===== config.mk =====
export PLATFORM = sky130hd
export DESIGN_NAME = rgb_grey_serial
export DESIGN_NICKNAME = d
export VERILOG_FILES = /design/src/rtl/rgb_grey_pkg.sv /design/src/rtl/rgb_grey_weigh.sv /design/src/rtl/rgb_grey_serial.sv
export SDC_FILE = /design/constraint.sdc
export NUM_CORES = 1
export LEC_CHECK = 0
export ABC_AREA = 1
export BUFFER_PORTS_ARGS = -buffer_cell sky130_fd_sc_hd__buf_2
export CAP_MARGIN = 5
export CORE_MARGIN = 3
export CORE_UTILIZATION = 55
export DETAILED_ROUTE_END_ITERATION = 8
export HOLD_SLACK_MARGIN = 0.08
export PLACE_DENSITY = 0.83
export REMOVE_ABC_BUFFERS = 1
export SLEW_MARGIN = 25
export SYNTH_ARGS = -nofsm -noshare
export SYNTH_HDL_FRONTEND = slang
export SYNTH_SLANG_ARGS = --single-unit

===== constraint.sdc =====
create_clock -name r_to_v_clk -period 7.55 [get_ports r_to_v_clk]
set_clock_uncertainty 0.05 [all_clocks]
set_input_delay 2.265 -clock r_to_v_clk [delete_from_list [all_inputs] [get_ports r_to_v_clk]]
set_output_delay 2.265 -clock r_to_v_clk [all_outputs]
set_load 0.01 [all_outputs]

===== src/rtl/rgb_grey_pkg.sv =====
// Shared weights, fixed-point scaling and mode encoding for the serial RGB-to-grey converter.
package rgb_grey_pkg;

    localparam int unsigned WEIGHT_FRAC = 8;
    localparam int unsigned W_AVG       = 85;
    localparam int unsigned W_R         = 77;
    localparam int unsigned W_G         = 150;
    localparam int unsigned W_B         = 29;

    typedef enum logic {
        MODE_AVG  = 1'b0,
        MODE_LUMA = 1'b1
    } mode_e;

endpackage


===== src/rtl/rgb_grey_weigh.sv =====
// Combinational grey weighting: equal-weight average, or luma when RGB_GREY_LUMA_EN is defined.
module rgb_grey_weigh
    import rgb_grey_pkg::*;
#(
    parameter int unsigned PIX_W = 8
) (
    input  logic [PIX_W-1:0] r,
    input  logic [PIX_W-1:0] g,
    input  logic [PIX_W-1:0] b,
    input  mode_e            mode,
    output logic [PIX_W-1:0] grey
);

    localparam int unsigned SUM_W  = PIX_W + 2;
    localparam int unsigned PROD_W = PIX_W + 9;

    logic [SUM_W-1:0]  sum;
    logic [PROD_W-1:0] prod;
    logic              unused_prod;

    assign sum  = SUM_W'(r) + SUM_W'(g) + SUM_W'(b);
    assign prod = PROD_W'(sum) * PROD_W'(W_AVG);
    // 765*85 < 2^16, so the top product bit is always zero for any PIX_W
    assign unused_prod = ^{prod[PROD_W-1], prod[WEIGHT_FRAC-1:0]};

`ifdef RGB_GREY_LUMA_EN
    localparam int unsigned ACC_W = PIX_W + 8;

    logic [ACC_W-1:0] acc;
    logic             unused_acc;

    assign acc = ACC_W'(r) * ACC_W'(W_R)
               + ACC_W'(g) * ACC_W'(W_G)
               + ACC_W'(b) * ACC_W'(W_B);
    assign unused_acc = ^acc[WEIGHT_FRAC-1:0];

    always_comb begin
        grey = prod[WEIGHT_FRAC +: PIX_W];
        if (mode == MODE_LUMA) begin
            grey = acc[WEIGHT_FRAC +: PIX_W];
        end
    end
`else
    logic unused_mode;

    assign unused_mode = ^mode;
    assign grey        = prod[WEIGHT_FRAC +: PIX_W];
`endif

endmodule


===== src/rtl/rgb_grey_serial.sv =====
// Serial RGB-to-grey converter: deserialise LSB-first channels, weigh, reserialise MSB-first.
// Luma weighting is available when RGB_GREY_LUMA_EN is defined.
module rgb_grey_serial
    import rgb_grey_pkg::*;
#(
    parameter int unsigned PIX_W = 8
) (
    input  logic             r_to_v_clk,
    input  logic             rst_n,
    input  logic             bit_valid,
    input  logic             pred,
    input  logic             pgreen,
    input  logic             pblu,
    input  logic             mode,
    input  logic [PIX_W-1:0] thr,
    output logic             grey,
    output logic             grey_valid,
    output logic             grey_sof,
    output logic             black,
    output logic             pix_done
);

    localparam int unsigned K_W = $clog2(PIX_W);

    logic [K_W-1:0]   k;
    logic [PIX_W-1:0] r_cap;
    logic [PIX_W-1:0] g_cap;
    logic [PIX_W-1:0] b_cap;
    logic [PIX_W-1:0] out_word;
    logic             out_loaded;

    logic             last_c;
    logic [PIX_W-1:0] r_word_c;
    logic [PIX_W-1:0] g_word_c;
    logic [PIX_W-1:0] b_word_c;
    logic [PIX_W-1:0] grey_word_c;

    assign last_c = bit_valid && (k == K_W'(PIX_W - 1));

    // The final bit bypasses the capture registers so the word completes on this edge
    assign r_word_c = {pred,   r_cap[PIX_W-2:0]};
    assign g_word_c = {pgreen, g_cap[PIX_W-2:0]};
    assign b_word_c = {pblu,   b_cap[PIX_W-2:0]};

    rgb_grey_weigh #(
        .PIX_W (PIX_W)
    ) u_weigh (
        .r    (r_word_c),
        .g    (g_word_c),
        .b    (b_word_c),
        .mode (mode_e'(mode)),
        .grey (grey_word_c)
    );

    always_ff @(posedge r_to_v_clk) begin
        if (!rst_n) begin
            k          <= '0;
            r_cap      <= '0;
            g_cap      <= '0;
            b_cap      <= '0;
            out_word   <= '0;
            out_loaded <= 1'b0;
            grey       <= 1'b0;
            grey_valid <= 1'b0;
            grey_sof   <= 1'b0;
            black      <= 1'b0;
            pix_done   <= 1'b0;
        end else begin
            grey_valid <= 1'b0;
            grey_sof   <= 1'b0;
            pix_done   <= 1'b0;
            if (bit_valid) begin
                r_cap[k] <= pred;
                g_cap[k] <= pgreen;
                b_cap[k] <= pblu;
                // Output runs one word behind, sharing the input bit index
                if (out_loaded) begin
                    grey       <= out_word[K_W'(PIX_W - 1) - k];
                    grey_valid <= 1'b1;
                    grey_sof   <= (k == '0);
                end
                if (last_c) begin
                    k          <= '0;
                    out_word   <= grey_word_c;
                    out_loaded <= 1'b1;
                    black      <= (grey_word_c > thr);
                    pix_done   <= 1'b1;
                end else begin
                    k <= k + K_W'(1);
                end
            end
        end
    end

endmodule


# [Word level (Yosys, flattened, before mapping)]
# Index checks and enable logic that the tools add are counted.
# Widths: inputs -> output; s select.
[word_totals] ff_bits=41 input_bits=15 output_inout_bits=5 wordCells=38
[classes] addsub=4 mul=1 order_cmp=4 eq_ne=1 mux=10 n_reduce_logical=7
[ops] op="$bwmux 8" n=3
[ops] op="$mul 10x7->16 const B" n=1
[ops] op="$add 10x8->10" n=1
[ops] op="$add 8x8->9" n=1
[ops] op="$gt 8x8->1" n=1
[ops] op="$lt 3x4->1 const B" n=2
[ops] op="$reduce_and 2->1" n=3
[ops] op="$mux 1" n=4
[ops] op="$add 3x1->3 const B" n=1
[ops] op="$bmux 1 s3" n=1
[ops] op="$demux 1 s3" n=1
[ops] op="$eq 3x3->1 const B" n=1
[ops] op="$ge 3x1->1 const B" n=1
[ops] op="$logic_not 3->1" n=1
[ops] op="$mux 3" n=1
[ops] op="$reduce_and 3->1" n=1
[ops] op="$sub 3x3->3 const A" n=1
[ops] op="$logic_and 1x1->1" n=2

# [Logic depth before layout (Yosys ltp)]
# Gate-level depths: netlist of the first run.
[depth] word_depth=5 depth_mapped=39 ltp_nobuf=38

# [By module]
# Synthesis of the first run repeated with hierarchy kept, for this count alone.
[hier_totals] hier_cells=499 hier_area_um2=3527.1
[by_module_without_submodules] mod="rgb_grey_weigh" n_inst=1 cells_per_inst=266 area_per_inst_um2=1863.0 seq_area_each_um2=0.0
[by_module_without_submodules] mod="rgb_grey_serial" n_inst=1 cells_per_inst=233 area_per_inst_um2=1664.1 seq_area_each_um2=760.7

# [Worst setup path after synthesis of the first run]
# No wires, ideal clock.
[synth_timing] path_kind="in2reg" from="input port pred" to="register black" setup_time_ns=0.130 arrival_ns=6.697 required_ns=7.370 setup_slack_ns=0.673 stages=24 n_path_buf=0 path_cell_list="ha_1 xor2_1 ha_1 nand2_1 o221ai_1 a21oi_1 xor2_1 inv_1 ha_1 ha_1 ha_1 ha_1 ha_1 nand2_1 nor3_1 nand2_1 nor2_1 nor2_1 nand3_1 nand2_1 ha_1 nand2_1 o41ai_1 a21oi_1"
[synth_via] elab_chain_cells=4
[synth_rtl] element="start, declared" line_no="rgb_grey_serial.sv:11" text="input logic pred,"
[synth_rtl] element="$add 8x8->9" line_no="rgb_grey_weigh.sv:21" text="assign sum = SUM_W'(r) + SUM_W'(g) + SUM_W'(b);"
[synth_rtl] element="$add 10x8->10" line_no="rgb_grey_weigh.sv:21"
[synth_rtl] element="$mul 10x7->16" line_no="rgb_grey_weigh.sv:22" text="assign prod = PROD_W'(sum) * PROD_W'(W_AVG);"
[synth_rtl] element="named net grey_word_c[7]" line_no="rgb_grey_serial.sv:36" text="logic [PIX_W-1:0] grey_word_c;"
[synth_rtl] element="$gt 8x8->1" line_no="rgb_grey_serial.sv:86" text="black <= (grey_word_c > thr);"
[synth_rtl] element="end signal, assigned" line_no="rgb_grey_serial.sv:86"
[synth_rtl] element="end, declared" line_no="rgb_grey_serial.sv:19" text="output logic black,"
# The timed path passes the listed nets, and every way through them passes these cells.
# A chain may end at the register's enable or synchronous reset.

# [Worst setup path after layout of the first run]
# Ends and elaborated chain as after synthesis.

==> results.yml, run 1 <==
sta:
  rsz_0062_raised_after_global_routing: "no"
  worst-slew-pin-transition_ns: 0.438
  drv_slew: 0
  report.final.hold_viol_count: 0
  slew-limit-headroom_pct: 70.8
  fin_crit_sh_pct: 94.1
  maximum_clock_frequency_mhz: 141
  period_needed_ns: 7.11
  setup_violations: 0
  timing.setup.tns_ns: 0
grt:
  first_global_vias: 3074
  grt_first_pass_wirelength_um: 13100
  number_of_antenna_violations_at_the_first_check_in_global_routing: 0
  globalRouteTotalUtil_pct: 21.0
  grt_start_max_net_pins: 31
  grt_overflow: 0
run_status:
  outcome: "completed"
worst_hold_path:
  worst_hold_path_type: "reg2reg"
synth:
  async_flop_share_pct: 0
  yosys_warnings: 0
  synthesis.area_mm2: 0.00368
  leading_cell_type_by_number_of_instances_after_synthesis: "sky130_fd_sc_hd__inv_1"
  postSynth.topFlopCell: "sky130_fd_sc_hd__dfxtp_1"
  area_contributors_post_synth: "sky130_fd_sc_hd__ha_1, sky130_fd_sc_hd__dfxtp_1, sky130_fd_sc_hd__inv_1"
  synth.yosys.seq_area_share_pct: 20.7
  postSynthAreaPerCell_um2: 7.26
  number_of_cells_produced_by_synthesis: 506
  synth.top_cell.area_share_pct: 23.1
  synth-edff-count: 0
  yosys.area.top_type: "sky130_fd_sc_hd__ha_1"
  synth-seq-cells: 38
  synth.distinct_cells: 37
  post_synth_most_frequent_cells: "sky130_fd_sc_hd__inv_1, sky130_fd_sc_hd__ha_1, sky130_fd_sc_hd__nor2_1"
layout:
  final_util_pct: 61.6
  syn2layout_area_growth_pct: 7.66
  num-nets-final: 620
  sequential_cell_area_um2: 761
  nFillCells: 560
  num_antenna_cells: 0
  drive_above_1_share_pct: 9.30
  multi_input_gate_area_in_the_final_layout_mm2: 0.00250
floorplan:
  fp.dieArea_mm2: 0.00770
  floorplan.initialDensity_pct: 57.2
  placementRows: 29
  pin_count: 20
  core-area_mm2: 0.00642
  die_width_um: 87.8
  dieHeight_um: 87.8
clocking:
  post-cts-setup-buffers: 0
  tritoncts: "built"
  clock_tree.root_cell: "sky130_fd_sc_hd__clkbuf_8"
  cts-resized-gates: 0
  cts_inserted_buffers: 5
  htree_num_levels: 2
  clkSinkCount: 38
  clock_latency_ns: 0.29
  clkSlewWorstSetupHoldPaths_ns: 0.08
  holdBufCountCts: 0
  ctsLongestPathBuffers: 2
setup_path:
  kind_of_critical_path: "in2reg"
  critical_path_required_ns: 7.67
  worstSetupEndpointType: "register"
  r2r_setup_slack_ns: 1.39
  crit_arrival_ns: 7.23
  worst-path-max-fanout: 8
  critical_path.startpoint_type: "primary input"
power_and_ir_drop:
  peakVddDrop_mv: 0.120
  cellPowerDensity_mw_per_mm2: 177
  p_leak_nw: 2.26
  total_power_uw: 700
route:
  dr.first_iter.drc_count: 115
  post_drt_wl_per_cell_um: 12.6
  firstDrtPassIters: 5
  routed_wl_um: 7610
  vias_per_cell: 5.20
  drc_errors: 0
  via_count: 3139
  ant_nets: 0
placement:
  gp_routability_congestion: 0.877
  dp_hpwl_um: 6150
  portBuffers: 18
flow_run:
  max-cap-violations: 0
==> where the power goes <==
part           total [mW]  internal (mW)  switching [mW]  leakage, nW
clock               0.178          0.106          0.0718       0.0573
combinational       0.312          0.117           0.195         1.89
sequential          0.211          0.206         0.00493        0.308
==> layout make-up <==
class                           count  share of cell area (%)
Clock inverter                      1                   0.759
Sequential cell                    38                    19.2
Clock buffer                        6                    2.09
Multi-Input combinational cell    361                    63.3
Tap cell                           77                    2.43
Inverter                          101                    9.58
Timing Repair Buffer               20                    2.66
==> state kept, by name, summed over array words and instances (netlist names) <==
register	flops
out_word	8
b_cap	7
g_cap	7
r_cap	7
k	3
black	1
grey	1
grey_sof	1
grey_valid	1
out_loaded	1
pix_done	1
==> path summary, 6_finish.rpt <==
path                                              start                      end  cells past startpoint
worst max-delay path                               pred       black$_SDFFE_PN0P_                     26
worst min register to register  out_loaded$_SDFFE_PN0P_  out_loaded$_SDFFE_PN0P_                      2
worst max register to register    r_cap[0]$_SDFFE_PN0P_       black$_SDFFE_PN0P_                     28
worst min-delay path            out_loaded$_SDFFE_PN0P_  out_loaded$_SDFFE_PN0P_                      2
==> cell families after synthesis <==
kind of cell	count (synthesis)	share of synthesized area, %
compound gates	94	14.7
xor+xnor	20	4.97
fa+ha+maj	78	28.6
buf+inv	107	11.2
flops	38	20.7
simple gates	169	19.9
==> critical path, stage by stage <==
cell	delay (ns)
sky130_fd_sc_hd__buf_2	0.16
sky130_fd_sc_hd__ha_1	0.37
sky130_fd_sc_hd__xor2_1	0.19
sky130_fd_sc_hd__ha_1	0.33
sky130_fd_sc_hd__nand2_1	0.10
sky130_fd_sc_hd__o221ai_1	0.13
sky130_fd_sc_hd__a21oi_1	0.17
sky130_fd_sc_hd__xor2_1	0.25
sky130_fd_sc_hd__inv_1	0.11
sky130_fd_sc_hd__ha_1	0.30
sky130_fd_sc_hd__ha_1	0.29
sky130_fd_sc_hd__ha_1	0.29
sky130_fd_sc_hd__ha_1	0.30
sky130_fd_sc_hd__ha_1	0.36
sky130_fd_sc_hd__nand2_1	0.09
sky130_fd_sc_hd__nand2_1	0.06
sky130_fd_sc_hd__a31oi_1	0.17
sky130_fd_sc_hd__nand2_1	0.07
sky130_fd_sc_hd__nor2_1	0.15
sky130_fd_sc_hd__inv_1	0.07
sky130_fd_sc_hd__nand3_2	0.07
sky130_fd_sc_hd__nand2_1	0.06
sky130_fd_sc_hd__ha_1	0.29
sky130_fd_sc_hd__nand2_1	0.09
sky130_fd_sc_hd__o41ai_1	0.37
sky130_fd_sc_hd__a21oi_1	0.11
==> layer usage <==
metal	global-route usage (%)	vias up	wire (um)
met5	0	-	0
met4	4.60	0	38
met3	4.89	5	427
met2	36.6	65	3690
met1	26.5	1404	3460
li1	-	1665	-
==> placed cells by master (no fill, tap or decap), types with 2 or more instances in the layout <==
cell,n
sky130_fd_sc_hd__inv_1,97
sky130_fd_sc_hd__nor2_1,68
sky130_fd_sc_hd__ha_1,68
sky130_fd_sc_hd__nand2_1,63
sky130_fd_sc_hd__dfxtp_1,38
sky130_fd_sc_hd__o21ai_0,31
sky130_fd_sc_hd__a21oi_1,30
sky130_fd_sc_hd__buf_2,18
sky130_fd_sc_hd__nand3_1,17
sky130_fd_sc_hd__xor2_1,13
sky130_fd_sc_hd__fa_1,10
sky130_fd_sc_hd__o21ai_1,8
sky130_fd_sc_hd__nand2_2,6
sky130_fd_sc_hd__xnor2_1,6
sky130_fd_sc_hd__clkbuf_8,6
sky130_fd_sc_hd__o211ai_1,5
sky130_fd_sc_hd__a21oi_2,4
sky130_fd_sc_hd__inv_2,4
sky130_fd_sc_hd__a31oi_1,4
sky130_fd_sc_hd__a21o_1,4
sky130_fd_sc_hd__nand4_1,3
sky130_fd_sc_hd__nor3_1,3
sky130_fd_sc_hd__nand3_2,2
sky130_fd_sc_hd__nand3b_1,2
sky130_fd_sc_hd__nand2_4,2
sky130_fd_sc_hd__o21bai_1,2
sky130_fd_sc_hd__buf_4,2
==> through the flow <==
| stage | cell area, um^2 | hold slack, ns | std cells | worst slack, ns |
|---|---|---|---|---|
| after floorplan | 3640 | 0.390 | 500 | 0.673 |
| after global placement | 3840 | 0.406 | 597 | 0.200 |
| after detailed placement | 3840 | 0.421 | 597 | 0.128 |
| after CTS | 3960 | 0.435 | 604 | 0.406 |
| after global routing | 3960 | 0.465 | 604 | 0.0477 |
| final | 3960 | 0.438 | 604 | 0.442 |
(Power assumes the default switching activity.)
==> inputs of run 2 (changes only) <==
CORE_UTILIZATION = 50   (was 55)
PLACE_DENSITY = 0.77   (was 0.83)
==> results.yml, run 2 (synthesis gave the netlist of run 1 again) <==
run_status:
  outcome: "completed"
clocking:
  tritoncts: "built"
  clkSlewWorstSetupHoldPaths_ns: 0.08
  htree_num_levels: 2
  cts_inserted_buffers: 5
  clock_latency_ns: 0.29
  ctsLongestPathBuffers: 2
  holdBufCountCts: 0
  clock_tree.root_cell: "sky130_fd_sc_hd__clkbuf_8"
  clkSinkCount: 38
  post-cts-setup-buffers: 0
  cts-resized-gates: 0
power_and_ir_drop:
  total_power_uw: 668
  p_leak_nw: 2.25
  peakVddDrop_mv: 0.126
  cellPowerDensity_mw_per_mm2: 169
floorplan:
  placementRows: 30
  floorplan.initialDensity_pct: 52.9
  fp.dieArea_mm2: 0.00842
  dieHeight_um: 91.7
  pin_count: 20
  die_width_um: 91.7
  core-area_mm2: 0.00694
sta:
  fin_crit_sh_pct: 94.0
  rsz_0062_raised_after_global_routing: "no"
  period_needed_ns: 7.10
  report.final.hold_viol_count: 0
  worst-slew-pin-transition_ns: 0.475
  setup_violations: 0
  slew-limit-headroom_pct: 68.4
  drv_slew: 0
  maximum_clock_frequency_mhz: 141
  timing.setup.tns_ns: 0
grt:
  grt-busiest-layer: "met2"
  grt_overflow: 0
  grtUsageMet1_pct: 24.4
  first_global_vias: 3034
  globalRouteTotalUtil_pct: 18.8
  gr_util_met3_pct: 3.04
  grt_first_pass_wirelength_um: 13100
  grt_start_max_net_pins: 31
  groute.layer.met2.usage_pct: 32.8
  number_of_antenna_violations_at_the_first_check_in_global_routing: 0
setup_path:
  kind_of_critical_path: "in2reg"
  worst_r2r_startpoint: "g_cap[0]$_SDFFE_PN0P_"
  critical_path.startpoint_type: "primary input"
  crit_arrival_ns: 7.22
  rr_worst_depth: 28
  setup.worst_path.start: "pred"
  worst-path-max-fanout: 8
  critical_path_required_ns: 7.67
  worstSetupEndpointType: "register"
worst_hold_path:
  hp-start: "out_loaded$_SDFFE_PN0P_"
  hold-path-cell-count: 2
  worst_hold_path_type: "reg2reg"
layout:
  syn2layout_area_growth_pct: 7.83
  layout_common_cells: "sky130_fd_sc_hd__inv_1, sky130_fd_sc_hd__nor2_1, sky130_fd_sc_hd__ha_1, sky130_fd_sc_hd__nand2_1, sky130_fd_sc_hd__dfxtp_1"
  largest_reg_flops: 8
  finalNonFillerCells: 624
  drive_above_1_share_pct: 9.47
  num_antenna_cells: 0
  num-nets-final: 620
  layout.cells.most_common: "sky130_fd_sc_hd__inv_1"
  max_flop_register: "out_word"
route:
  ant_nets: 0
  post_drt_wl_per_cell_um: 12.1
  firstDrtPassIters: 4
  via_count: 3194
  drc_errors: 0
  dr.first_iter.drc_count: 159
  vias_per_cell: 5.12
  routed_wl_um: 7530
placement:
  place.detailed.instances: 616
  gp_routability_congestion: 0.853
  dp_hpwl_um: 6140
  portBuffers: 18
flow_run:
  max-cap-violations: 0
## run 2: cell types whose count changed in the layout (fill, tap and decap cells not counted)
| cell | previous run | this run |
|---|---|---|
| sky130_fd_sc_hd__bufinv_16 | 1 | 0 |
| sky130_fd_sc_hd__clkinv_2 | 0 | 1 |
| sky130_fd_sc_hd__clkinvlp_4 | 0 | 1 |
## run 2: path summary, 6_finish.rpt
path                                   to  slack (ns)
setup / recovery       black$_SDFFE_PN0P_        0.45
hold / removal    out_loaded$_SDFFE_PN0P_        0.43
setup reg to reg       black$_SDFFE_PN0P_        1.42
hold reg to reg   out_loaded$_SDFFE_PN0P_        0.43
## run 2: where the power goes
| group | internal (mW) | total, mW | switching [mW] |
|---|---|---|---|
| logic | 0.116 | 0.310 | 0.194 |
| registers | 0.206 | 0.210 | 0.00476 |
| clock network | 0.0734 | 0.148 | 0.0742 |
## run 2: critical path, cell delays in order
cell and delay (ns):
sky130_fd_sc_hd__buf_2 0.16, sky130_fd_sc_hd__ha_1 0.36, sky130_fd_sc_hd__xor2_1 0.18, sky130_fd_sc_hd__ha_1 0.32
sky130_fd_sc_hd__nand2_1 0.09, sky130_fd_sc_hd__o221ai_1 0.11, sky130_fd_sc_hd__a21oi_1 0.16, sky130_fd_sc_hd__xor2_1 0.26
sky130_fd_sc_hd__inv_1 0.11, sky130_fd_sc_hd__ha_1 0.30, sky130_fd_sc_hd__ha_1 0.29, sky130_fd_sc_hd__ha_1 0.29
sky130_fd_sc_hd__ha_1 0.29, sky130_fd_sc_hd__ha_1 0.37, sky130_fd_sc_hd__nand2_1 0.11, sky130_fd_sc_hd__nor3_1 0.22
sky130_fd_sc_hd__nand2_1 0.08, sky130_fd_sc_hd__nor2_1 0.10, sky130_fd_sc_hd__nor2_1 0.08, sky130_fd_sc_hd__nand3_1 0.10
sky130_fd_sc_hd__nand2_1 0.07, sky130_fd_sc_hd__ha_1 0.29, sky130_fd_sc_hd__nand2_1 0.09, sky130_fd_sc_hd__o41ai_1 0.37
sky130_fd_sc_hd__a21oi_1 0.10
## run 2: area by class of cell
type | instances | area [um^2]
repair buffers | 20 | 105
multi-input cells | 361 | 2500
fillers | 669 | 2980
well taps | 96 | 120
clock inverters | 2 | 12.5
inverters | 101 | 379
clock buffers | 6 | 82.6
flip-flops and latches | 38 | 761
## run 2: per-layer routing
| layer | part of all wire (%) | up-vias |
|---|---|---|
| met4 | 0.96 | 0 |
| met2 | 48 | 55 |
| met5 | 0 | - |
| met3 | 4.2 | 9 |
| met1 | 47 | 1467 |
| li1 | - | 1663 |
## run 2: metrics by stage
stage / utilization, % / hold slack [ns] / area (um^2) / setup WS, ns
global route: 57.1 / 0.461 / 3960 / 0.0150
floorplan: - / 0.390 / 3640 / 0.673
detailed placement: 55.7 / 0.417 / 3870 / 0.136
global placement: 55.7 / 0.405 / 3870 / 0.201
finish: 57.1 / 0.431 / 3960 / 0.454
CTS: 57.1 / 0.434 / 3960 / 0.435
==> inputs of run 3 (changes only) <==
CORE_UTILIZATION = 58   (was 50)
PLACE_DENSITY = 0.86   (was 0.77)
SYNTH_HIERARCHICAL = 1   (was not set)
==> results.yml, run 3 <==
synth:
  post_synth_most_frequent_cells: "sky130_fd_sc_hd__inv_1, sky130_fd_sc_hd__nor2_1, sky130_fd_sc_hd__nand2_1"
  synth.distinct_cells: 29
  leading_cell_type_by_number_of_instances_after_synthesis: "sky130_fd_sc_hd__inv_1"
  number_of_cells_produced_by_synthesis: 499
  postSynthAreaPerCell_um2: 7.07
  yosys.area.top_type: "sky130_fd_sc_hd__dfxtp_1"
  postSynth.topFlopCell: "sky130_fd_sc_hd__dfxtp_1"
  synth.yosys.seq_area_share_pct: 21.6
  area_contributors_post_synth: "sky130_fd_sc_hd__dfxtp_1, sky130_fd_sc_hd__ha_1, sky130_fd_sc_hd__fa_1"
  synth-edff-count: 0
  synthesis.area_mm2: 0.00353
  async_flop_share_pct: 0
  synth-seq-cells: 38
  yosys_warnings: 6
  synth.top_cell.area_share_pct: 21.6
grt:
  grt_first_pass_wirelength_um: 12600
  grt_overflow: 0
  number_of_antenna_violations_at_the_first_check_in_global_routing: 0
  globalRouteTotalUtil_pct: 21.3
  grt_start_max_net_pins: 32
  first_global_vias: 3053
layout:
  multi_input_gate_area_in_the_final_layout_mm2: 0.00239
  num_antenna_cells: 0
  num-nets-final: 609
  largest_reg_flops: 8
  nFillCells: 488
  syn2layout_area_growth_pct: 8.69
  layout.cells.most_common: "sky130_fd_sc_hd__inv_1"
  layout_common_cells: "sky130_fd_sc_hd__inv_1, sky130_fd_sc_hd__nor2_1, sky130_fd_sc_hd__nand2_1, sky130_fd_sc_hd__ha_1"
  sequential_cell_area_um2: 761
  drive_above_1_share_pct: 7.87
  max_flop_register: "out_word"
  final_util_pct: 67.1
route:
  ant_nets: 0
  drc_errors: 0
  dr.first_iter.drc_count: 127
  post_drt_wl_per_cell_um: 12.2
  vias_per_cell: 5.20
  via_count: 3084
  routed_wl_um: 7210
  firstDrtPassIters: 5
setup_path:
  crit_arrival_ns: 7.20
  critical_path.startpoint_type: "primary input"
  cell_occurring_most_often_along_the_worst_timing_path: "sky130_fd_sc_hd__ha_1"
  worst-path-max-fanout: 8
  worstSetupEndpointType: "register"
  slowest_cell_on_the_critical_path: "sky130_fd_sc_hd__fa_1"
  kind_of_critical_path: "in2reg"
  slowest_stage_delay_cp_ns: 0.54
  critPathBufInv: 5
  critical_path.top_delay_family: "adder cells"
  critical_path_required_ns: 7.68
placement:
  gp_routability_congestion: 0.882
  portBuffers: 18
  place_ws_ns: 0.198
  dp_hpwl_um: 5970
worst_hold_path:
  worst_hold_path_type: "reg2reg"
clocking:
  tritoncts: "built"
  cts_inserted_buffers: 5
  clkSlewWorstSetupHoldPaths_ns: 0.08
  clock_latency_ns: 0.29
  cts-resized-gates: 0
  clock_tree.root_cell: "sky130_fd_sc_hd__clkbuf_8"
  ctsLongestPathBuffers: 2
  post-cts-setup-buffers: 0
  clkSinkCount: 38
  holdBufCountCts: 0
  htree_num_levels: 2
floorplan:
  die_width_um: 84.0
  core-area_mm2: 0.00571
  placementRows: 27
  pin_count: 20
  floorplan.initialDensity_pct: 61.8
  fp.dieArea_mm2: 0.00705
  dieHeight_um: 84.0
power_and_ir_drop:
  share_seq_of_total_power_pct: 32.5
  intPower_uw: 426
  pwr-share-comb_pct: 34.4
  swShare_pct: 33.9
  netSwitchingPower_uw: 219
  total_power_uw: 645
  power.clock.fraction_pct: 33.1
  cellPowerDensity_mw_per_mm2: 168
  p_leak_nw: 2.16
  peakVddDrop_mv: 0.173
sta:
  finalWorstSetupSlack_ns: 0.477
  timing.setup.tns_ns: 0
  setup_violations: 0
  drv_slew: 0
  maximum_clock_frequency_mhz: 141
  report.final.hold_viol_count: 0
  slew-limit-headroom_pct: 64.1
  period_needed_ns: 7.07
  rsz_0062_raised_after_global_routing: "no"
  fin_crit_sh_pct: 93.7
  worst-slew-pin-transition_ns: 0.535
run_status:
  outcome: "completed"
flow_run:
  max-cap-violations: 0
[run 3: cells by family (layout without fill, tap and decap cells)]
family,after synthesis,in the layout,synth area share [%]
adder cells (fa/ha/maj),74,74,30.3
AND/OR/NAND/NOR,210,210,25.0
flip-flops,38,38,21.6
buffers and inverters,100,122,10.7
XOR/XNOR,9,9,2.23
AO/OA/AOI/OAI,68,68,10.3
[run 3: metal layers]
layer	GRT usage [%]	up-vias	share of wire [%]
li1	-	1611	-
met1	26.2	1425	45
met2	37.7	40	50
met3	4.84	8	3.6
met4	5.41	0	1.3
met5	0	-	0
[run 3: metrics by stage]
stage	instance area, um^2	instances	hold WS (ns)
6_report	3830	593	0.429
4_1_cts	3830	593	0.428
2_1_floorplan	3510	495	0.390
3_5_place_dp	3690	585	0.415
3_3_place_gp	3690	585	0.408
5_1_grt	3830	593	0.461
[run 3: path summary, 6_finish.rpt]
path	start	endpoint	slack, ns	depth (start not counted)
max	pblu	black$_SDFFE_PN0P_	0.48	29
min	black$_SDFFE_PN0P_	black$_SDFFE_PN0P_	0.43	2
max reg2reg	b_cap[1]$_SDFFE_PN0P_	black$_SDFFE_PN0P_	1.78	28
min reg2reg	black$_SDFFE_PN0P_	black$_SDFFE_PN0P_	0.43	2
[run 3: power by group through the flow]
stage,clock [mW],sequential [mW],combinational (mW)
2_1_floorplan,0,0.213,0.167
3_3_place_gp,0,0.214,0.207
3_5_place_dp,0,0.214,0.220
4_1_cts,0.216,0.210,0.222
5_1_grt,0.225,0.210,0.254
6_report,0.214,0.210,0.222
[run 3: area by class of cell]
type                       count  share of cell area, %
multi-input combinational    361                   62.3
sequential                    38                   19.8
inverter                      96                   9.40
timing repair buffer          18                   2.35
tap                           72                   2.35
clock buffer                   6                   2.15
clock inverter                 2                   1.57
[run 3: worst register-to-register path: cells and delay by family (launching register included)]
family,cells,cell delay (ns)
adder cells (fa/ha/maj),8,3.13
AND/OR/NAND/NOR,11,0.99
XOR/XNOR,2,0.67
flip-flops,1,0.34
buffers and inverters,5,0.28
AO/OA/AOI/OAI,2,0.19
